==> config.mk <==
export PLATFORM = sky130hd
export DESIGN_NAME = mux_sel_pipe
export DESIGN_NICKNAME = d
export VERILOG_FILES = /design/src/rtl/mux_sel_pipe.sv
export SDC_FILE = /design/constraint.sdc
export NUM_CORES = 1
export LEC_CHECK = 0
export CAP_MARGIN = 0
export CORE_ASPECT_RATIO = 0.8
export CORE_MARGIN = 2
export CORE_UTILIZATION = 50
export CTS_CLUSTER_DIAMETER = 60
export DETAILED_ROUTE_END_ITERATION = 16
export GPL_TIMING_DRIVEN = 0
export PLACE_DENSITY = 0.95
export RECOVER_POWER = 100
export SLEW_MARGIN = 20
export SYNTH_ARGS = -nofsm -noshare
export SYNTH_HDL_FRONTEND = slang
export SYNTH_SLANG_ARGS = --single-unit
==> constraint.sdc <==
create_clock -name clk -period 3.3 [get_ports clk]
set_input_delay 0.99 -clock clk [delete_from_list [all_inputs] [get_ports clk]]
set_output_delay 0.99 -clock clk [all_outputs]
set_load 0.01 [all_outputs]
==> src/rtl/mux_sel_pipe.sv <==
// N:1 select mux feeding a registered valid/ready output stage with a one-entry skid register.
// Out-of-range selects produce zero data, raise sel_err and bump a saturating event counter.
module mux_sel_pipe #(
  parameter int unsigned BITS   = 16,
  parameter int unsigned NUM_IN = 3,
  parameter int unsigned SEL_W  = 2,
  parameter int unsigned CNT_W  = 8
) (
  input  logic                     clk,
  input  logic                     rst_n,
  input  logic                     in_valid,
  output logic                     in_ready,
  input  logic [SEL_W-1:0]         sel,
  input  logic                     sel_hold,
  input  logic [NUM_IN*BITS-1:0]   din,
  output logic                     out_valid,
  input  logic                     out_ready,
  output logic [BITS-1:0]          dout,
  output logic                     sel_err,
  output logic [CNT_W-1:0]         err_cnt,
  input  logic                     clr_cnt
);

  typedef enum logic [1:0] {EMPTY, BUSY, FULL} state_t;

  state_t           state, state_nxt;
  logic [BITS-1:0]  s_data, s_data_nxt, dout_nxt, beat_data;
  logic             s_err, s_err_nxt, sel_err_nxt, beat_err;
  logic [SEL_W-1:0] latched_sel, eff_sel;
  logic [CNT_W-1:0] err_cnt_nxt;
  logic             accept, emit, in_ready_nxt, out_valid_nxt;
  logic             load_m_in, load_m_skid, load_s;

  assign accept = in_valid & in_ready;
  assign emit   = out_valid & out_ready;

  // Resolve the incoming beat; any select with no matching input yields zero data and err.
  always_comb begin
    eff_sel   = sel_hold ? latched_sel : sel;
    beat_data = '0;
    beat_err  = 1'b1;
    for (int unsigned k = 0; k < NUM_IN; k++) begin
      if (eff_sel == SEL_W'(k)) begin
        beat_data = din[k*BITS +: BITS];
        beat_err  = 1'b0;
      end
    end
  end

  // State and datapath registers.
  always_ff @(posedge clk or negedge rst_n) begin
    if (!rst_n) begin
      state       <= EMPTY;
      in_ready    <= 1'b1;
      out_valid   <= 1'b0;
      dout        <= '0;
      sel_err     <= 1'b0;
      s_data      <= '0;
      s_err       <= 1'b0;
      latched_sel <= '0;
      err_cnt     <= '0;
    end else begin
      state     <= state_nxt;
      in_ready  <= in_ready_nxt;
      out_valid <= out_valid_nxt;
      dout      <= dout_nxt;
      sel_err   <= sel_err_nxt;
      s_data    <= s_data_nxt;
      s_err     <= s_err_nxt;
      err_cnt   <= err_cnt_nxt;
      if (accept) latched_sel <= eff_sel;
    end
  end

  // Next-state and register-load decisions.
  always_comb begin
    state_nxt   = state;
    load_m_in   = 1'b0;
    load_m_skid = 1'b0;
    load_s      = 1'b0;
    case (state)
      EMPTY: begin
        if (accept) begin
          load_m_in = 1'b1;
          state_nxt = BUSY;
        end
      end
      BUSY: begin
        if (accept && emit) begin
          load_m_in = 1'b1;
        end else if (accept) begin
          load_s    = 1'b1;
          state_nxt = FULL;
        end else if (emit) begin
          state_nxt = EMPTY;
        end
      end
      FULL: begin
        if (emit) begin
          load_m_skid = 1'b1;
          state_nxt   = BUSY;
        end
      end
      default: state_nxt = EMPTY;
    endcase
  end

  // Next values of the registered outputs, skid entry and error counter.
  always_comb begin
    dout_nxt      = dout;
    sel_err_nxt   = sel_err;
    s_data_nxt    = s_data;
    s_err_nxt     = s_err;
    err_cnt_nxt   = err_cnt;
    in_ready_nxt  = (state_nxt != FULL);
    out_valid_nxt = (state_nxt != EMPTY);
    if (load_m_in) begin
      dout_nxt    = beat_data;
      sel_err_nxt = beat_err;
    end else if (load_m_skid) begin
      dout_nxt    = s_data;
      sel_err_nxt = s_err;
    end
    if (load_s) begin
      s_data_nxt = beat_data;
      s_err_nxt  = beat_err;
    end
    // Clear wins over a same-cycle erroring accept.
    if (clr_cnt) begin
      err_cnt_nxt = '0;
    end else if (accept && beat_err && (err_cnt != {CNT_W{1'b1}})) begin
      err_cnt_nxt = err_cnt + CNT_W'(1);
    end
  end

endmodule

==> results of run 1 <==
[logic make-up after synthesis]
group,count (synthesis),share of synthesized area
multiplexers,45,0.1765
flip-flops,48,0.4634
AO/OA/AOI/OAI,69,0.1717
buffers and inverters,24,0.04532
adder cells (fa/ha/maj),1,0.004821
XOR/XNOR,1,0.003376
AND/OR/NAND/NOR,64,0.1350
[per-stage QoR]
stage	setup TNS [ns]	utilization	setup WS (ns)	hold WS (ns)
2_1_floorplan	0	-	1.070	0.4549
3_3_place_gp	-2.865	0.6957	-0.06252	0.4666
3_5_place_dp	0	0.7002	0.2973	0.4758
4_1_cts	0	0.7231	0.6385	0.4967
5_1_grt	0	0.7201	0.2744	0.5245
6_report	0	0.7201	0.3519	0.4894
[final timing paths]
kind	endpoint	slack [ns]	start	cells after the start
hold reg to reg	s_data[5]	0.49	s_data[5]	2
min in group asynchronous	err_cnt[1]	1.01	rst_n	1
setup reg to reg	dout[8]	1.11	out_valid	5
setup / recovery	s_data[1]	0.35	sel_hold	8
max in group asynchronous	out_valid	1.43	rst_n	1
hold / removal	s_data[5]	0.49	s_data[5]	2
[where the power goes]
group / switching [mW] / leakage (nW) / internal [mW] / total [mW]
Clock: 0.211 / 0.0548 / 0.228 / 0.439
Sequential: 0.141 / 0.609 / 0.827 / 0.967
Combinational: 0.585 / 1.04 / 0.552 / 1.14
[state kept, by name (all words and copies together) (netlist names)]
register / cells
out_valid: 1
state: 2
s_data: 16
dout: 16
s_err: 1
err_cnt: 8
in_ready: 1
sel_err: 1
latched_sel: 2
[synthesized netlist by cell type, types with 2 or more instances]
library cell / instances / area share
or3_1: 6 / 0.014
mux2i_1: 39 / 0.15
clkbuf_1: 3 / 0.0043
o2111ai_1: 6 / 0.020
or3b_1: 2 / 0.0068
mux2_1: 4 / 0.017
mux2_2: 2 / 0.0087
nor2b_1: 2 / 0.0048
nand3_1: 16 / 0.031
o21a_1: 9 / 0.026
o21ai_1: 21 / 0.041
buf_4: 2 / 0.0058
o31ai_1: 2 / 0.0058
nor3b_1: 2 / 0.0058
a221o_1: 3 / 0.012
inv_1: 8 / 0.012
nand3b_1: 5 / 0.014
nor3_1: 2 / 0.0039
buf_2: 7 / 0.013
a21oi_1: 8 / 0.015
nand2_1: 18 / 0.026
dfrtp_1: 47 / 0.45
o21bai_1: 4 / 0.012
and3_1: 4 / 0.0096
or4_1: 2 / 0.0058
o211ai_1: 4 / 0.012
buf_1: 2 / 0.0029
o21ai_0: 8 / 0.015
[routing by layer]
layer	vias up	wire, um	track usage
li1	1107	-	-
met1	1137	3136	0.3254
met2	81	3253	0.4055
met3	6	333	0.03619
met4	0	71	0.07143
met5	-	0	0
[cell type report]
type | instances | share of cell area
Inverter | 8 | 0.008328
Timing Repair Buffer | 82 | 0.2307
Clock buffer | 5 | 0.01908
Tap cell | 62 | 0.02151
Multi-Input combinational cell | 180 | 0.3518
Sequential cell | 48 | 0.3334
Buffer | 16 | 0.02221
Clock inverter | 3 | 0.01284
[tightest hold or removal path, delay by kind of cell, from the launching register on]
| kind | cells | cell delay (ns) |
|---|---|---|
| AOI/OAI and AO/OA | 1 | 0.06 |
| and+or+nand+nor | 1 | 0.04 |
| DFF | 1 | 0.35 |
==> results.json, run 1 <==
{
  "place_congestion": 0.8772,
  "core_mm2": 0.005007,
  "start_util": 0.5182,
  "numCtsBuffers": 5,
  "layout.area.seq_mm2": 0.001202,
  "numPortBuffers": 81,
  "dieArea_mm2": 0.005786,
  "worstPathArrival_ns": 3.15,
  "cp_slowest_cell": "clkdlybuf4s50_1",
  "setup_viol": 0,
  "crit_path_end_kind": "register",
  "hold_class": "reg -> reg",
  "num_io_pins": 83,
  "die_w_um": 84.55,
  "hold_viol": 0,
  "synthFlopType": "dfrtp_1",
  "maxSlewViolCount": 0,
  "h-tree-depth": 2,
  "dpl_cell_area_mm2": 0.003506,
  "yosys_warnings": 0,
  "worst_pin_slew_ns": 1.464,
  "yosys_register_bits": 48,
  "synth_area_mm2": 0.002595,
  "fp-row-count": 23,
  "fmax_mhz": 339.2,
  "finalClockSkew_ns": 0.01154,
  "final_common_cell": "clkdlybuf4s50_1",
  "drive_gt1_frac": 0.05848,
  "design_area_mm2": 0.003606,
  "ctsResizeCount": 0,
  "clk_latency_ns": 0.31,
  "p_total_mw": 2.544,
  "clockRootBuffer": "clkbuf_8",
  "cts.sinks": 48,
  "grt_max_degree": 26,
  "grt_pass1_wl_mm": 10.73,
  "syn_nets": 309,
  "irDropWorstVdd_v": 0.0004474,
  "fin_crit_sh": 0.8934,
  "clk_path_buf_depth": 2,
  "synthCells": 252,
  "holdBufCountCts": 0,
  "antenna_found_initial": 0,
  "critPathRequiredTime_ns": 3.50,
  "drt-total-wl_mm": 6.794,
  "viasPerCell": 5.770,
  "multi_input_area_mm2": 0.001269,
  "p_leak_nw": 1.700,
  "cp-start-kind": "input pin",
  "grt_usage": 0.2397,
  "maxCapViolCount": 0,
  "drt_first_pass_iters": 4,
  "rsz0062_at_grt": "false",
  "antenna_cells": 0,
  "grt_pass1_vias": 2226,
  "nFillCells": 384,
  "nNetsFinal": 398,
  "synthDistinctLibCells": 42,
  "syn_area_per_cell_um2": 10.30,
  "dp_cells": 396,
  "max_stage_delay_ns": 0.53,
  "clkSlewWorstSetupHoldPaths_ns": 0.09,
  "fin_crit_ns": 2.948,
  "powerDensity_mw_per_mm2": 705.5,
  "most-common-layout-cells": "clkdlybuf4s50_1 (51), dfrtp_1 (47), mux2i_1 (39)",
  "outcome": "finished clean",
  "relSlewSlack": 0.02373,
  "cts_setup_buffers": 0,
  "drc_errors": 0,
  "grt_overflow": 0,
  "synthArstFlopShare": 1.000,
  "cp_num_buf_inv": 4,
  "area.growth.synth_to_final_pct": 38.96,
  "cts_tree": "built",
  "dp_hpwl_mm": 4.965,
  "synth_edf_count": 0,
  "ys_seq_area_frac": 0.4634,
  "drt_iter0_markers": 152,
  "fin_cells": 404,
  "cp_cell_sequence": "clkdlybuf4s50_1, buf_4, mux2i_1, buf_6, clkbuf_1, nand3_1, o21a_1, o21ai_0",
  "cp_max_fo": 10,
  "postRouteAntennaNets": 0,
  "num_vias": 2331,
  "die_y_um": 68.44,
  "cp_top_family": "buffers and inverters",
  "path_class": "in -> reg",
  "wl_per_cell_um": 16.82
}
(Power assumes the default switching activity.)
==> run 2: changes to the inputs <==
Settings changed: CTS_CLUSTER_DIAMETER 60 to 80.
==> results of run 2 <==
Same layout as run 1: the final DEF is identical, and so are final timing and power.
==> run 3: changes to the inputs <==
Settings changed: CORE_UTILIZATION 50 to 46, GPL_ROUTABILITY_DRIVEN from default to 0, PLACE_DENSITY 0.95 to 0.89, SETUP_SLACK_MARGIN from default to 0.5.
Clock period 3.3 ns to 3.25 ns, I/O delays scaled along.
==> run 3 against run 2 <==
Clock power down 19%; flip-flop and latch count unchanged; count of clock-buffer cells in the layout is 1 higher; critical endpoint is now dout[7]; wire length down 0.47%; register-to-register slack gained 0.10 ns; critical path depth down 2; largest power group unchanged.
==> results.json, run 3 (same netlist as run 1, synthesis figures left out) <==
{
  "outcome": "finished clean",
  "reg2reg_depth": 5,
  "clk_path_buf_depth": 2,
  "critPathRequiredTime_ns": 3.47,
  "max_stage_delay_ns": 0.59,
  "switchingPower_uw": 932.6,
  "area.growth.synth_to_final_pct": 38.48,
  "grt_pass1_wl_mm": 11.36,
  "nNetsFinal": 398,
  "top_regs": "dout (16), s_data (16), err_cnt (8)",
  "place_ws_ns": 0.2811,
  "post-route-util": 0.6611,
  "grt_usage": 0.2338,
  "pwr-share-comb": 0.460,
  "relSlewSlack": 0.2499,
  "fin_crit_ns": 2.796,
  "grt_pass1_vias": 2365,
  "maxCapViolCount": 0,
  "numPortBuffers": 81,
  "reg2reg_from": "in_ready",
  "dp_cells": 412,
  "clk_latency_ns": 0.31,
  "cp_cell_sequence": "dlygate4sd3_1, nand2_1, or3_1, buf_2, clkbuf_1, mux2i_1",
  "seq_power_share": 0.397,
  "p_sw_frac": 0.3754,
  "most-common-layout-cells": "clkdlybuf4s50_1 (49), dfrtp_1 (47), mux2i_1 (39)",
  "drt-total-wl_mm": 6.762,
  "worst_pin_slew_ns": 1.125,
  "num_vias": 2318,
  "drt_iter0_markers": 100,
  "fin_crit_sh": 0.8603,
  "cts_setup_buffers": 0,
  "maxSlewViolCount": 0,
  "clockRootBuffer": "clkbuf_8",
  "postRouteAntennaNets": 0,
  "fmax_mhz": 357.6,
  "setup_slack_ns": 0.4539,
  "fin_cells": 420,
  "hold_end": "s_data[8]",
  "cp-start-kind": "input pin",
  "intPower_mw": 1.552,
  "finalClockSkew_ns": 0.01090,
  "final_common_cell": "clkdlybuf4s50_1",
  "hold_viol": 0,
  "antenna_found_initial": 0,
  "drc_errors": 0,
  "wl_per_cell_um": 16.10,
  "grt_max_degree": 30,
  "setup-tns-final_ns": 0,
  "cp_num_buf_inv": 3,
  "cp_slowest_cell": "clkbuf_1",
  "cts.sinks": 48,
  "worstPathArrival_ns": 3.02,
  "numCtsBuffers": 5,
  "dp_hpwl_mm": 5.161,
  "viasPerCell": 5.519,
  "cp_max_fo": 10,
  "hold_class": "reg -> reg",
  "cp_top_family": "buffers and inverters",
  "clkPwrFrac": 0.142,
  "drt_first_pass_iters": 4,
  "rsz0062_at_grt": "false",
  "min_from": "s_data[8]",
  "setup_viol": 0,
  "r2r_end": "dout[7]",
  "die_y_um": 71.18,
  "dieArea_mm2": 0.006262,
  "core_mm2": 0.005435,
  "h-tree-depth": 2,
  "num_io_pins": 83,
  "clkSlewWorstSetupHoldPaths_ns": 0.08,
  "powerDensity_mw_per_mm2": 691.4,
  "p_leak_nw": 1.688,
  "crit_path_end_kind": "register",
  "drive_gt1_frac": 0.06140,
  "cts_tree": "built",
  "fp-row-count": 24,
  "antenna_cells": 0,
  "die_w_um": 87.98,
  "path_class": "in -> reg",
  "grt_overflow": 0,
  "r2r_setup_slack_ns": 1.21,
  "p_total_mw": 2.484,
  "start_util": 0.4774,
  "irDropWorstVdd_v": 0.0003180,
  "holdPathStages": 2
}
==> run 3: changes by cell type in the layout (fill, tap and decap cells not counted), sizes merged <==
cell / before / now
buf: 8 / 9
bufinv: 1 / 0
clkdlybuf4s50: 51 / 49
clkinv: 0 / 1
dlygate4sd3: 29 / 31
inv: 9 / 8
==> run 3: layout make-up <==
type                            instances  area [um2]
Timing Repair Buffer                   82       824.5
Buffer                                 16       81.33
Clock buffer                            6       72.57
Inverter                                8       30.03
Sequential cell                        48        1202
Multi-Input combinational cell        180        1272
Fill cell                             435        1842
Tap cell                               78       97.59
Clock inverter                          2       12.51
==> run 3: worst reg2reg max path, stage by stage (launching register included) <==
cell	delay (ns)
dfstp_2	0.54
nand2_1	0.20
or3_1	0.40
buf_2	0.19
clkbuf_1	0.35
mux2i_1	0.22
==> run 3: what timing repair did <==
| item | CTS | global route |
|---|---|---|
| hold buffers | 0 | 0 |
| setup endpoints to repair | 0 | 6 |
| gates resized for setup | 0 | 1 |
==> run 3: through the flow <==
step                area (um2)  hold WS, ns
finish                    3593       0.4857
detailed placement        3518       0.4755
global placement          3503       0.4664
global route              3593       0.5223
CTS                       3603       0.4944
floorplan                 2595       0.4549
==> run 3: per-layer routing <==
layer / vias up / routed length, um / global-route usage
met1: 1124 / 3038 / 0.3265
li1: 1108 / - / -
met2: 72 / 3284 / 0.3754
met4: 0 / 107 / 0.06667
met3: 14 / 332 / 0.04201
met5: - / 0 / 0
==> run 3: how the worst max path moves through the flow <==
stage          endpoint     start  cells after the start
6_report        dout[7]  in_valid                      6
5_1_grt         dout[9]  in_valid                      6
4_1_cts        dout[12]  sel_hold                      7
3_5_place_dp   dout[12]  sel_hold                      7
3_3_place_gp    dout[3]     rst_n                      1
2_1_floorplan  dout[12]  sel_hold                      6
==> run 3: power by group through the flow <==
| stage | Clock (mW) | Combinational, mW | Sequential (mW) |
|---|---|---|---|
| global placement | 0 | 1.16 | 0.984 |
| CTS | 0.354 | 1.21 | 0.993 |
| finish | 0.354 | 1.14 | 0.987 |
| floorplan | 0 | 0.667 | 1.02 |
| detailed placement | 0 | 1.21 | 1.00 |
| global route | 0.375 | 1.26 | 1.02 |
